<file path="config.mk">
export PLATFORM = sky130hd
export DESIGN_NAME = cordic_arbiter
export DESIGN_NICKNAME = d
export VERILOG_FILES = /design/src/rtl/cordic_arbiter.sv
export SDC_FILE = /design/constraint.sdc
export NUM_CORES = 1
export LEC_CHECK = 0
export CORE_AREA = 4 4 156 158
export CTS_BUF_LIST = sky130_fd_sc_hd__clkbuf_4 sky130_fd_sc_hd__clkbuf_8 sky130_fd_sc_hd__clkbuf_16
export DETAILED_ROUTE_END_ITERATION = 10
export DIE_AREA = 0 0 160 162
export DONT_BUFFER_PORTS = 1
export SETUP_SLACK_MARGIN = 0.3
export SLEW_MARGIN = 20
export SYNTH_ARGS = -nofsm -noshare
export SYNTH_HDL_FRONTEND = slang
export SYNTH_SLANG_ARGS = --single-unit
export TNS_END_PERCENT = 10
</file>
<file path="constraint.sdc">
create_clock -name clk -period 9 [get_ports clk]
set_input_delay 2.25 -clock clk [delete_from_list [all_inputs] [get_ports clk]]
set_output_delay 2.25 -clock clk [all_outputs]
set_load 0.02 [all_outputs]
</file>
<file path="src/rtl/cordic_arbiter.sv">
// Round-robin front end sharing one fixed-latency CORDIC pipeline between NREQ requesters.
// Tracks per-requester credit and returns results tagged with the requester id.
module cordic_arbiter #(
  parameter int unsigned NREQ    = 4,
  parameter int unsigned LATENCY = 32,
  parameter int unsigned MAX_OUT = 8,
  localparam int unsigned IdW    = (NREQ > 1) ? $clog2(NREQ) : 1,
  localparam int unsigned CntW   = $clog2(MAX_OUT + 1)
) (
  input  logic                 clk,
  input  logic                 rst_n,
  input  logic                 en,
  input  logic [NREQ-1:0]      req_valid,
  output logic [NREQ-1:0]      req_ready,
  input  logic [32*NREQ-1:0]   req_angle,
  input  logic [16*NREQ-1:0]   req_x,
  input  logic [16*NREQ-1:0]   req_y,
  output logic [31:0]          cd_angle,
  output logic [15:0]          cd_xin,
  output logic [15:0]          cd_yin,
  input  logic [16:0]          cd_cos,
  input  logic [16:0]          cd_sin,
  output logic                 res_valid,
  output logic [IdW-1:0]       res_id,
  output logic [16:0]          res_cos,
  output logic [16:0]          res_sin,
  output logic                 busy
);

  logic [IdW-1:0]  rr_ptr_q;
  logic [CntW-1:0] outstanding_q [NREQ];
  logic [LATENCY:0] tag_v_q;
  logic [IdW-1:0]  tag_id_q [LATENCY+1];

  logic [NREQ-1:0] eligible;
  logic            grant;
  logic [IdW-1:0]  win;
  logic [IdW-1:0]  next_ptr;
  logic [IdW:0]    sum;
  logic [IdW-1:0]  idx;
  logic [31:0]     sel_angle;
  logic [15:0]     sel_x;
  logic [15:0]     sel_y;
  logic            ret_valid;
  logic [IdW-1:0]  ret_id;

  assign ret_valid = tag_v_q[LATENCY];
  assign ret_id    = tag_id_q[LATENCY];

  // Search NREQ slots starting at rr_ptr; first eligible slot wins.
  always_comb begin
    eligible  = '0;
    req_ready = '0;
    grant     = 1'b0;
    win       = '0;
    sum       = '0;
    idx       = '0;
    for (int i = 0; i < NREQ; i++) begin
      eligible[i] = rst_n & en & req_valid[i] & (outstanding_q[i] < CntW'(MAX_OUT));
    end
    for (int k = 0; k < NREQ; k++) begin
      sum = {1'b0, rr_ptr_q} + (IdW+1)'(k);
      if (sum >= (IdW+1)'(NREQ)) begin
        sum = sum - (IdW+1)'(NREQ);
      end
      idx = sum[IdW-1:0];
      if (!grant && eligible[idx]) begin
        grant = 1'b1;
        win   = idx;
      end
    end
    if (grant) begin
      req_ready[win] = 1'b1;
    end
  end

  always_comb begin
    next_ptr = (win == IdW'(NREQ - 1)) ? '0 : win + 1'b1;
  end

  always_comb begin
    sel_angle = '0;
    sel_x     = '0;
    sel_y     = '0;
    for (int i = 0; i < NREQ; i++) begin
      if (req_ready[i]) begin
        sel_angle = req_angle[32*i +: 32];
        sel_x     = req_x[16*i +: 16];
        sel_y     = req_y[16*i +: 16];
      end
    end
  end

  always_ff @(posedge clk) begin
    if (!rst_n) begin
      rr_ptr_q  <= '0;
      tag_v_q   <= '0;
      cd_angle  <= '0;
      cd_xin    <= '0;
      cd_yin    <= '0;
      res_valid <= 1'b0;
      res_id    <= '0;
      res_cos   <= '0;
      res_sin   <= '0;
      for (int k = 0; k <= LATENCY; k++) begin
        tag_id_q[k] <= '0;
      end
      for (int i = 0; i < NREQ; i++) begin
        outstanding_q[i] <= '0;
      end
    end else begin
      if (grant) begin
        rr_ptr_q <= next_ptr;
        cd_angle <= sel_angle;
        cd_xin   <= sel_x;
        cd_yin   <= sel_y;
      end
      tag_v_q     <= {tag_v_q[LATENCY-1:0], grant};
      tag_id_q[0] <= win;
      for (int k = 1; k <= LATENCY; k++) begin
        tag_id_q[k] <= tag_id_q[k-1];
      end
      res_valid <= ret_valid;
      if (ret_valid) begin
        res_id  <= ret_id;
        res_cos <= cd_cos;
        res_sin <= cd_sin;
      end
      // Simultaneous grant and return for the same id cancel out.
      for (int i = 0; i < NREQ; i++) begin
        if ((grant && win == IdW'(i)) && !(ret_valid && ret_id == IdW'(i))) begin
          outstanding_q[i] <= outstanding_q[i] + 1'b1;
        end else if (!(grant && win == IdW'(i)) && (ret_valid && ret_id == IdW'(i))) begin
          outstanding_q[i] <= outstanding_q[i] - 1'b1;
        end
      end
    end
  end

  assign busy = (|tag_v_q) | res_valid;

endmodule

</file>
After elaboration in Yosys (flattened, before gate mapping)
Memories as Yosys holds them, arrays and structs flattened.
Index checks and enable logic that the tools add are counted.

storage, ports and cells
  flip-flop bits (word level) = 136
  bits in writable memories = 82
  input bits = 297
  output and inout bits = 106
  logic and storage cells = 239
  memories kept = 2

cells by class
  add/subtract/negate cells = 16
  $lt $le $gt $ge = 14
  eq/ne operators = 6
  mux-type cells = 107
  bitwise operators = 51
  reduce and logical (&&, ||, !) cells = 34

memory list
  name           words  width  rd ports  clocked after Yosys merged registers in  write ports  line  source
  tag_id_q       33     2      33        0                                        33           33    logic [IdW-1:0] tag_id_q [LATENCY+1];
  outstanding_q  4      4      4         0                                        4            31    logic [CntW-1:0] outstanding_q [NREQ];

operators with widths
  kind                                                                                 number
  16-bit two-way mux                                                                   8
  32-bit two-way mux                                                                   4
  2-bit two-way mux                                                                    42
  1-bit bitwise OR                                                                     42
  1-bit two-way mux                                                                    39
  4-bit two-way mux                                                                    9
  33-bit OR reduction                                                                  1
  1-bit logical AND                                                                    20
  4-bit by 1-bit adder with 4-bit output, second input constant                        4
  4-bit < comparator, second input constant                                            4
  4-bit by 1-bit subtractor with 4-bit output, second input constant                   4
  2-bit by 3-bit < comparator with 1-bit output, second input constant                 5
  1-bit zero test                                                                      11
  1-bit AND                                                                            9
  3-bit greater-or-equal comparator, second input constant                             3
  1-bit binary-select mux with 2-bit select                                            4
  2-bit == test, second input constant                                                 4
  2-bit by 1-bit subtractor with 2-bit output, second input constant                   4
  2-bit by 2-bit adder with 3-bit output, second input constant                        2
  2-bit by 1-bit == test with 1-bit output, second input constant                      2
  2-bit zero test                                                                      2
  2-bit by 1-bit adder with 3-bit output, second input constant                        1
  2-bit by 3-bit greater-or-equal comparator with 1-bit output, second input constant  1
  2-bit by 1-bit adder with 2-bit output, second input constant                        1
  other kinds (2)                                                                      2

Logic depth before layout (Yosys ltp)
Gate-level depths: netlist of run 1.

  word-level depth = 24
  gate-level depth with buffers = 16
  depth with buffers taken out = 13

Worst setup path before layout of run 1
Ideal clock, no wire load.

  path type = input to output
  start = in req_valid[1]
  end = out req_ready[0]
  data arrival time = 4.357 ns
  required time = 6.750 ns
  setup slack = 2.393 ns
  stages = 10
  buffers on the path = 4
  cell sequence = nor2b_1 -> o41ai_4 -> inv_2 -> clkbuf_1 -> nand2_1 -> ha_1 -> clkbuf_1 -> clkbuf_1 -> clkbuf_1 -> and2_1

on the way
  word-level cells in the longest chain between the ends = 19
  elaborated cells on any way between the ends = 30
  those cells by class = order compare: 2; mux: 19; bitwise: 2; reduce/logical: 7

ends and longest elaborated chain
  what                                                                                                                                                        line  source
  from (decl)                                                                                                                                                 13    input logic [NREQ-1:0] req_valid,
  1-bit AND (*) (2 in a row)                                                                                                                                  59    eligible[i] = rst_n & en & req_valid[i] & (outstanding_q[i] < CntW'(MAX_OUT));
  1-bit binary-select mux with 2-bit select                                                                                                                   67    if (!grant && eligible[idx]) begin
  1-bit two-way mux (implied by the code)                                                                                                                     67
  1-bit two-way mux                                                                                                                                           67
  1-bit zero test                                                                                                                                             67
  1-bit logical AND                                                                                                                                           67
  1-bit two-way mux                                                                                                                                           67
  1-bit zero test                                                                                                                                             67
  [2 not listed]                                                                                                                                              -
  1-bit zero test                                                                                                                                             67
  1-bit logical AND                                                                                                                                           67
  2-bit two-way mux                                                                                                                                           67
  2-bit by 3-bit < comparator with 1-bit output (implied by the code) / 2-bit by 1-bit greater-or-equal comparator with 1-bit output (equally long branches)  73    req_ready[win] = 1'b1;
  1-bit logical AND (implied by the code)                                                                                                                     73
  1-bit two-way mux (implied by the code)                                                                                                                     73
  1-bit demux with 2-bit select                                                                                                                               73
  4-bit two-way mux (*)                                                                                                                                       72    if (grant) begin
  to (decl)                                                                                                                                                   14    output logic [NREQ-1:0] req_ready,

Every way passes the cells marked *; elsewhere a longest branch is shown, timed or not. The select of a mux whose other input is x is not followed.

Worst setup path after layout of run 1
  start = in req_valid[1]
  end = out req_ready[1]

on the way
  word-level cells in the longest chain between the ends = 19
  elaborated cells on any way between the ends = 30
  those cells by class = order compare: 2; mux: 19; bitwise: 2; reduce/logical: 7

ends and longest elaborated chain
  what                                                                                                                                                        line  source
  1-bit AND (*) (2 in a row)                                                                                                                                  59
  1-bit binary-select mux with 2-bit select                                                                                                                   67
  1-bit two-way mux (implied by the code)                                                                                                                     67
  1-bit two-way mux                                                                                                                                           67
  1-bit zero test                                                                                                                                             67
  1-bit logical AND                                                                                                                                           67
  1-bit two-way mux                                                                                                                                           67
  1-bit zero test                                                                                                                                             67
  [3 not listed]                                                                                                                                              -
  1-bit logical AND                                                                                                                                           67
  2-bit two-way mux (*)                                                                                                                                       67
  net win[0]                                                                                                                                                  37    logic [IdW-1:0] win;
  2-bit by 3-bit < comparator with 1-bit output (implied by the code) / 2-bit by 1-bit greater-or-equal comparator with 1-bit output (equally long branches)  73
  1-bit logical AND (implied by the code)                                                                                                                     73
  1-bit two-way mux (implied by the code)                                                                                                                     73
  1-bit demux with 2-bit select (*)                                                                                                                           73
  4-bit two-way mux (*)                                                                                                                                       72

The timed path passes the listed nets; every way through them passes the cells marked *. The select of a mux whose other input is x is not followed.

==> impl_metrics.csv, run 1 <==
group,metric,value,unit
synth,async_flop_share,0,%
clocking,cts_resized,0,
detailed_routing,drt_drc_violations_left,0,
detailed_routing,topRoutingLayerUsed,"met4",
worst_setup_path,end_kind,"output port",
die,ioPinCount,403,
clocking,cts_tree,"done",
synth,ys_warn_count,0,
die,die-height,162,um
detailed_routing,drt-wirelength-per-cell,20.35,um
sta,min_period_over_period,74.35,%
sta,worst_slack,2.309,ns
sta,hold_viol_final,0,
sta,tns,0,ns
worst_setup_path,r2r_setup_slack,4.84,ns
pwr,p_leak,3.974,nW
placed_design,preCtsSetupSlack,2.291,ns
grt,grt_use_total,20.21,%
synth,yosysTopAreaCell,"dfxtp_1",
clocking,cts_max_level,1,
worst_setup_path,required,6.75,ns
synth,syn_area_per_cell,8.492,sq um
cells_and_area,fin_nets,1373,
pwr,clockPowerShare,45.2,%
grt,grt_start_max_net_pins,157,
pwr,switching_share,24.38,%
grt,antenna_found_initial,0,
synth,synthDistinctLibCells,43,
worst_setup_path,worst_path_largest_cell_delay,0.47,ns
clocking,clkTransAtPathRegs,0.06,ns
synth,seq_area_frac_synth,47.78,%
sta,tightest_slew,1.041,ns
pwr,power.total,2.216,mW
detailed_routing,wl_met3,2153,um
worst_setup_path,cp_slowest_cell,"inv_2",
worst_setup_path,critPathLaunchType,"input pin",
placed_design,port_buffers,0,
sta,period_needed,6.691,ns
pwr,powerDensity,211.9,nW/um^2
sta,finalSetupViolCount,0,
pwr,internal_power,1.676,mW
sta,slew_headroom,30.60,%
clocking,clkLatencyLatePin,0.51,ns
sta,slew_viol_final,0,
detailed_routing,ant_nets,0,
synth,synth.top_cell.area_share,42.71,%
worst_setup_path,critical_path.max_fanout,36,
grt,grt_pass1_vias,7410,
status,outcome,"completed",
detailed_routing,routed_wirelength,27860,um
worst_setup_path,critPathKind,"input pin to output port",
detailed_routing,drt_pass1_iterations,6,
clocking,postCtsHoldBufs,0,
pwr,ir_drop,0.0001039,V
cells_and_area,syn2layout_area_growth,10.44,%
synth,synth_edf_count,16,
synth,netlist_area,9469,sq um
die,start_util,40.95,%
detailed_routing,vias_per_cell,5.561,
die,fp.dieW,160,um
sta,fin_skew,0.02027,ns
worst_setup_path,r2r_cells,14,
clocking,post-cts-setup-buffers,0,
grt,grt_overflow,0,
clocking,clockBufferDepth,3,
synth,synth_cells,1115,
worst_setup_path,r2r-start,"outstanding_q[1][3]$_SDFFCE_PN0P_",
detailed_routing,dr_total_vias,7613,
sta,holdWs,0.4131,ns
die,core,23120,sq um
min_path,min_path_type,"register to register",
grt,grt_pass1_wl,42350,um
sta,rsz0062_at_grt,"no",
detailed_routing,wl_met1,11820,um
run,cap_violations,0,
worst_setup_path,arrival,4.44,ns
clocking,cts_sinks,218,
synth,synth_area_leaders,"dfxtp_1 43%, nand3_1 7.4%, and2_1 6.9%",
sta,fmax,0.1495,GHz
cells_and_area,layout_commonest_cell,"dfxtp_1",
min_path,min-delay-start,"tag_id_q[0][15]$_SDFF_PN0_",
clocking,clockRootBuffer,"clkbuf_16",
pwr,p_seq_share,47.8,%
die,dieArea,25920,sq um
placed_design,place.gp.congestion,0.8841,
clocking,cts_buffers,24,
min_path,min_path_cells,1,
synth,synth.ff_latch_count,218,
cells_and_area,diodes,0,
synth,ys.flop_type,"dfxtp_1",
pwr,pwr-share-comb,7.0,%
detailed_routing,wl_met2,13190,um
synth,synthesis.nets,1427,
cells_and_area,final_util,45.23,%
worst_setup_path,path_cells,"nor2b_1, o41ai_4, buf_4, inv_2, and2_1, ha_4, inv_1, nor2_1",
cells_and_area,final_cell_mix,"201 x dfxtp_1, 172 x nand2_1, 140 x nand3_1",
die,num_rows,56,
pwr,switching_power,0.5404,mW
min_path,hold_path_end,"tag_id_q[0][17]$_SDFF_PN0_",
worst_setup_path,reg2reg_to,"outstanding_q[0][3]$_SDFFCE_PN0P_",
detailed_routing,first_iter_violations,588,
cells_and_area,drive_gt1_share,6.302,%
placed_design,dpl.hpwl,20080,um
[stage by stage]
step           cell area [sq um]  cells
4_1_cts                    10460   1369
3_3_place_gp                9624   1325
5_1_grt                    10460   1369
2_1_floorplan               9469   1115
3_5_place_dp                9624   1325
6_report                   10460   1369
[power groups by stage]
stage               Clock (mW)  Sequential [mW]  Combinational, mW
floorplan                    0             1.07              0.129
global route              1.07             1.06              0.176
CTS                       1.03             1.06              0.155
finish                    1.00             1.06              0.154
detailed placement           0             1.08              0.155
global placement             0             1.08              0.151
[Yosys cell counts, drive strengths merged (2+ instances only)]
library cell,number
dfxtp,202
nand2,172
nand3,140
and2,105
o21ai,89
clkbuf,68
a22oi,46
nor2,41
a21oi,40
mux2i,39
nor2b,26
buf,23
o211ai,20
inv,18
edfxtp,16
ha,12
nor4,8
nand2b,7
a21o,6
a211o,3
fa,3
nand4b,3
xnor2,3
xor2,3
a221o,2
a221oi,2
a41oi,2
nand4,2
o2111ai,2
o221ai,2
o41ai,2
or3,2
[sequential cells by signal, indices dropped and copies added (netlist names), 16 cells and up]
signal	flops
tag_v_q	33
tag_id_q	66
res_cos	17
cd_angle	32
res_sin	17
cd_yin	16
outstanding_q	16
cd_xin	16
[worst max path at each step]
stage	start	endpoint	cells after the start
2_1_floorplan	req_valid[1]	req_ready[0]	10
3_3_place_gp	req_valid[1]	req_ready[1]	8
3_5_place_dp	req_valid[1]	req_ready[1]	8
4_1_cts	req_valid[1]	req_ready[1]	8
5_1_grt	req_valid[1]	req_ready[1]	8
6_report	req_valid[1]	req_ready[1]	8
[cell type report]
type / count / area [sq um]
Tap cell: 290 / 362.8
Fill cell: 2253 / 12660
Inverter: 18 / 67.56
Sequential cell: 218 / 4526
Clock inverter: 6 / 61.31
Multi-Input combinational cell: 788 / 4586
Timing Repair Buffer: 11 / 82.58
Clock buffer: 38 / 772.0
[per-layer routing]
layer	GRT usage [%]	vias to the layer above
met3	4.643	54
met4	5.749	0
li1	-	3725
met5	0	-
met2	32.35	289
met1	27.58	3545
[critical path: cells and delay by family]
kind | cells | cell delay [ns]
buf+inv | 3 | 0.78
compound gates | 1 | 0.14
simple gates | 3 | 1.09
fa+ha+maj | 1 | 0.16
[cells by family (layout without fill, tap and decap cells)]
group	count (synthesis)	count (layout)	synth area share (%)
xor+xnor	6	6	0.5551
buf+inv	109	73	4.479
compound gates	218	218	14.43
flops	218	218	47.78
mux	39	39	4.123
simple gates	510	510	26.41
fa+ha+maj	15	15	2.220
Note: power is estimated with default switching activity, not from simulation.
==> inputs of run 2 (changes only) <==
==> constraint.sdc (replaced) <==
create_clock -name clk -period 6.15 [get_ports clk]
set_input_delay 1.5375 -clock clk [delete_from_list [all_inputs] [get_ports clk]]
set_output_delay 1.5375 -clock clk [all_outputs]
set_load 0.02 [all_outputs]
==> run 2 against run 1 <==
Net effect:
- critical path type unchanged
- clock skew decreased by 0.0018 ns
- utilization hardly changed
- critical endpoint unchanged
- clock power increased by 45%
- hold slack better by 0.0082 ns
- largest power group unchanged
- clock-buffer cell count is 5 lower
- largest cell class unchanged
- final area barely moved
==> impl_metrics.csv, run 2 (same netlist as run 1, synthesis figures left out) <==
group,metric,value,unit
die,core,23120,sq um
grt,antenna_found_initial,3,
pwr,powerDensity,309.1,nW/um^2
cells_and_area,multiInputGateArea,4586,sq um
pwr,internal_power,2.432,mW
pwr,pwr-share-comb,7.1,%
cells_and_area,drive_gt1_share,6.296,%
clocking,post-cts-setup-buffers,0,
pwr,p_seq_share,48.0,%
clocking,cts_buffers,24,
detailed_routing,vias_per_cell,5.624,
sta,finalSetupViolCount,0,
worst_setup_path,r2r_cells,13,
cells_and_area,largest_reg_flops,66,
clocking,cts_tree,"done",
grt,grt_pass1_vias,7234,
worst_setup_path,arrival,3.44,ns
detailed_routing,first_iter_violations,507,
grt,grt_overflow,0,
min_path,min_path_cells,1,
clocking,postCtsHoldBufs,0,
clocking,cts_resized,0,
cells_and_area,regArea,4526,sq um
clocking,cts_max_level,1,
run,cap_violations,0,
clocking,clkLatencyLatePin,0.51,ns
die,ioPinCount,403,
sta,fmax,0.2011,GHz
worst_setup_path,critical_path.max_fanout,6,
sta,slew_viol_final,0,
die,die-height,162,um
pwr,switching_share,24.72,%
sta,rsz0062_at_grt,"no",
placed_design,place.gp.congestion,0.8950,
clocking,clockRootBuffer,"clkbuf_16",
cells_and_area,largestRegisters,"tag_id_q: 66 flops, tag_v_q: 33 flops, cd_angle: 32 flops",
cells_and_area,layout_commonest_cell,"dfxtp_1",
clocking,clockBufferDepth,3,
worst_setup_path,required,4.61,ns
grt,grt_start_max_net_pins,157,
detailed_routing,drt_pass1_iterations,6,
pwr,p_leak,3.970,nW
pwr,switching_power,0.7986,mW
pwr,power.total,3.230,mW
sta,period_needed,4.974,ns
worst_setup_path,critPathKind,"input pin to output port",
die,start_util,40.95,%
cells_and_area,fin_nets,1374,
pwr,ir_drop,0.0001605,V
clocking,clkTransAtPathRegs,0.06,ns
sta,slew_headroom,30.23,%
grt,grt_pass1_wl,42170,um
worst_setup_path,end_kind,"output port",
detailed_routing,drt_drc_violations_left,0,
pwr,clockPowerShare,44.9,%
min_path,min_path_type,"register to register",
cells_and_area,syn2layout_area_growth,10.39,%
placed_design,port_buffers,0,
sta,fin_skew,0.01851,ns
clocking,cts_sinks,218,
die,fp.dieW,160,um
die,dieArea,25920,sq um
detailed_routing,drt-wirelength-per-cell,20.61,um
placed_design,dpl.hpwl,20390,um
grt,grt_use_total,20.31,%
cells_and_area,regMostFlops,"tag_id_q",
sta,hold_viol_final,0,
cells_and_area,fillers,2261,
worst_setup_path,critPathLaunchType,"input pin",
status,outcome,"completed",
detailed_routing,routed_wirelength,28300,um
detailed_routing,dr_total_vias,7722,
die,num_rows,56,
sta,min_period_over_period,80.87,%
sta,tns,0,ns
sta,tightest_slew,1.047,ns
detailed_routing,ant_nets,0,
cells_and_area,final_cell_mix,"201 x dfxtp_1, 172 x nand2_1, 140 x nand3_1",
## run 2: changes by cell type in the layout (fill, tap and decap cells not counted)
| cell | previous run | this run |
|---|---|---|
| diode_2 | 0 | 3 |
| clkinv_2 | 3 | 4 |
| clkbuf_8 | 5 | 2 |
| buf_4 | 11 | 12 |
| clkbuf_16 | 26 | 25 |
| bufinv_16 | 1 | 2 |
| clkbuf_4 | 7 | 6 |
| inv_4 | 0 | 1 |
| inv_6 | 0 | 2 |
| clkinv_1 | 0 | 1 |
| clkinv_4 | 1 | 0 |
## run 2: worst paths after layout
path | startpoint | to | slack, ns
hold / removal | tag_id_q[0][35]$_SDFF_PN0_ | tag_id_q[0][37]$_SDFF_PN0_ | 0.42
setup / recovery | req_valid[1] | req_ready[1] | 1.18
hold reg to reg | tag_id_q[0][35]$_SDFF_PN0_ | tag_id_q[0][37]$_SDFF_PN0_ | 0.42
setup reg to reg | outstanding_q[1][3]$_SDFFCE_PN0P_ | outstanding_q[1][3]$_SDFFCE_PN0P_ | 2.43
## run 2: metrics by stage
stage,instance area (sq um),cells,hold WS (ns),setup WS (ns),utilization [%]
global route,10450,1373,0.4296,1.006,45.21
detailed placement,9632,1326,0.4169,1.162,41.66
finish,10450,1373,0.4213,1.176,45.21
CTS,10450,1370,0.4284,1.157,45.17
global placement,9632,1326,0.4136,1.234,41.66
floorplan,9469,1115,0.4119,0.9676,-
## run 2: routing by layer
| metal | GRT usage (%) | wire [um] | vias to the layer above |
|---|---|---|---|
| li1 | - | - | 3733 |
| met1 | 27.04 | 11690 | 3634 |
| met2 | 32.70 | 13480 | 305 |
| met3 | 5.455 | 2476 | 50 |
| met4 | 5.788 | 657 | 0 |
| met5 | 0 | 0 | - |
## run 2: cell type report
| cell class | instances | share of cell area [%] |
|---|---|---|
| Antenna cell | 3 | 0.07182 |
| Clock buffer | 33 | 6.679 |
| Clock inverter | 11 | 1.101 |
| Inverter | 18 | 0.6464 |
| Multi-Input combinational cell | 788 | 43.87 |
| Sequential cell | 218 | 43.30 |
| Tap cell | 290 | 3.471 |
| Timing Repair Buffer | 12 | 0.8619 |
## run 2: power by group through the flow
stage	clock, mW	sequential (mW)	combinational, mW
floorplan	0	1.56	0.188
global placement	0	1.58	0.223
detailed placement	0	1.58	0.229
CTS	1.49	1.55	0.229
global route	1.54	1.55	0.259
finish	1.45	1.55	0.228
## run 2: critical path, cell delays in order
cell and delay [ns]:
nor2b_1 0.48, o221ai_1 0.22, a22oi_1 0.31, and2_1 0.25
ha_4 0.18, inv_1 0.08, nor2_1 0.38
==> inputs of run 3 (changes only) <==
==> constraint.sdc (replaced) <==
create_clock -name clk -period 4.5 [get_ports clk]
set_input_delay 1.125 -clock clk [delete_from_list [all_inputs] [get_ports clk]]
set_output_delay 1.125 -clock clk [all_outputs]
set_load 0.02 [all_outputs]
==> run 3 against run 2 <==
Net effect:
- flip-flop and latch count unchanged
- final area increased by 0.77%
- combinational power increased by 40%
- routed wire length decreased by 1.9%
- clock-buffer cell count increased by 2
- sequential share of layout area decreased by 0.33 points
- hold slack improved by 0.0087 ns
- register-to-register slack got worse by 1.4 ns
- largest power group unchanged
==> impl_metrics.csv, run 3 (same netlist as run 1, synthesis figures left out) <==
group,metric,value,unit
worst_setup_path,path_buf_inv,0,
die,start_util,40.95,%
detailed_routing,vias_per_cell,5.614,
sta,min_period_over_period,88.22,%
pwr,ir_drop,0.0002579,V
grt,grt_pass1_wl,41830,um
cells_and_area,syn2layout_area_growth,11.23,%
pwr,p_seq_share,47.4,%
grt,gr-usage-met3,5.075,%
detailed_routing,ant_nets,0,
die,die-height,162,um
worst_setup_path,end_kind,"output port",
die,ioPinCount,403,
clocking,cts_buffers,24,
grt,grt_use_total,19.84,%
grt,grt_use_met2,32.54,%
min_path,min_path_type,"register to register",
worst_setup_path,required,3.38,ns
detailed_routing,first_iter_violations,630,
placed_design,place.gp.congestion,0.8940,
cells_and_area,fin_nets,1379,
detailed_routing,drt-wirelength-per-cell,20.20,um
worst_setup_path,critPathLaunchType,"input pin",
detailed_routing,dr_total_vias,7713,
sta,slew_viol_final,0,
pwr,pwr-share-comb,7.1,%
pwr,switching_share,24.55,%
placed_design,port_buffers,0,
sta,hold_viol_final,0,
placed_design,dpl.hpwl,20100,um
sta,slew_headroom,54.69,%
worst_setup_path,path_cells,"nor2b_2, o221ai_1, a22oi_1, and2_1, ha_2, and2_1",
clocking,cts_tree,"done",
cells_and_area,final_cell_mix,"201 x dfxtp_1, 172 x nand2_1, 140 x nand3_1",
clocking,clockBufferDepth,3,
detailed_routing,drt_drc_violations_left,0,
cells_and_area,largestRegisters,"tag_id_q: 66 flops, tag_v_q: 33 flops, cd_angle: 32 flops",
sta,period_needed,3.970,ns
pwr,powerDensity,424.3,nW/um^2
sta,fin_skew,0.01075,ns
cells_and_area,largest_reg_flops,66,
clocking,cts_max_level,1,
status,outcome,"completed",
detailed_routing,routed_wirelength,27760,um
worst_setup_path,critical_path.max_fanout,10,
worst_setup_path,crit_top_cell,"and2_1",
worst_setup_path,arrival,2.85,ns
grt,use_met1,25.84,%
run,cap_violations,0,
clocking,cts_sinks,218,
grt,grt_pass1_vias,7368,
pwr,internal_power,3.372,mW
die,dieArea,25920,sq um
die,num_rows,56,
worst_setup_path,worst_path_largest_cell_delay,0.33,ns
sta,rsz0062_at_grt,"no",
pwr,p_leak,4.003,nW
cells_and_area,final_util,45.55,%
pwr,clockPowerShare,45.5,%
sta,fmax,0.2519,GHz
sta,finalSetupViolCount,0,
die,core,23120,sq um
worst_setup_path,critPathKind,"input pin to output port",
worst_setup_path,cp_slowest_cell,"and2_1",
grt,busiest_layer,"met2",
worst_setup_path,critPathTopFamily,"simple AND/OR/NAND/NOR gates",
grt,grt_start_max_net_pins,157,
clocking,clkTransAtPathRegs,0.06,ns
grt,grt_overflow,0,
pwr,switching_power,1.097,mW
clocking,clkLatencyLatePin,0.51,ns
die,fp.dieW,160,um
cells_and_area,regMostFlops,"tag_id_q",
sta,tightest_slew,0.6775,ns
cells_and_area,layout_commonest_cell,"dfxtp_1",
sta,tns,0,ns
clocking,clockRootBuffer,"clkbuf_16",
cells_and_area,drive_gt1_share,6.919,%
detailed_routing,drt_pass1_iterations,5,
cells_and_area,diodes,0,
grt,antenna_found_initial,0,
run 3: changes by cell type in the layout (fill, tap and decap cells not counted), moves of 2 or more:
| cell | change |
|---|---|
| buf_4 | +4 |
| clkbuf_4 | -2 |
| inv_6 | -2 |
| clkinvlp_4 | +2 |
| clkbuf_16 | +3 |
| diode_2 | -3 |
run 3: final cells by class:
type	instances	area [sq um]
clock buffers	35	772.0
clock inverters	8	73.82
multi-input cells	788	4591
flip-flops and latches	218	4526
fillers	2269	12590
well taps	290	362.8
repair buffers	17	140.1
inverters	18	67.56
run 3: per-layer routing:
metal | part of all wire [%] | wire, um | vias to the layer above
li1 | - | - | 3729
met1 | 41 | 11400 | 3638
met2 | 48 | 13360 | 298
met3 | 8.0 | 2231 | 48
met4 | 2.7 | 759 | 0
met5 | 0 | 0 | -
run 3: per-stage QoR:
stage	hold WS, ns	instance area (sq um)	total power [mW]	instances	worst slack, ns
final	0.4300	10530	4.469	1374	0.5299
after global routing	0.4386	10530	4.651	1374	0.3697
after CTS	0.4336	10530	4.534	1374	0.3305
after detailed placement	0.4192	9684	2.481	1331	0.3183
after global placement	0.4141	9684	2.476	1331	0.4139
after floorplan	0.4119	9472	2.393	1115	0.3049
run 3: path summary, 6_finish.rpt:
check	from	end	slack, ns	depth (start not counted)
min reg2reg	tag_id_q[0][22]$_SDFF_PN0_	tag_id_q[0][24]$_SDFF_PN0_	0.43	1
max	req_valid[1]	req_ready[3]	0.53	6
max reg2reg	outstanding_q[3][3]$_DFFE_PP_	cd_angle[9]$_SDFFE_PN0N_	1.06	11
min	tag_id_q[0][22]$_SDFF_PN0_	tag_id_q[0][24]$_SDFF_PN0_	0.43	1
run 3: power groups by stage:
stage,Clock [mW],Sequential (mW),Combinational (mW)
after global placement,0,2.16,0.315
after global routing,2.17,2.12,0.360
after detailed placement,0,2.16,0.320
after floorplan,0,2.14,0.258
final,2.03,2.12,0.319
after CTS,2.10,2.12,0.320
run 3: repair_timing:
action / 4_1_cts / 5_1_grt
gates resized for setup: 0 / 1
setup buffers: 0 / 0
endpoints found under the setup margin: 0 / 3
hold buffers: 0 / 0
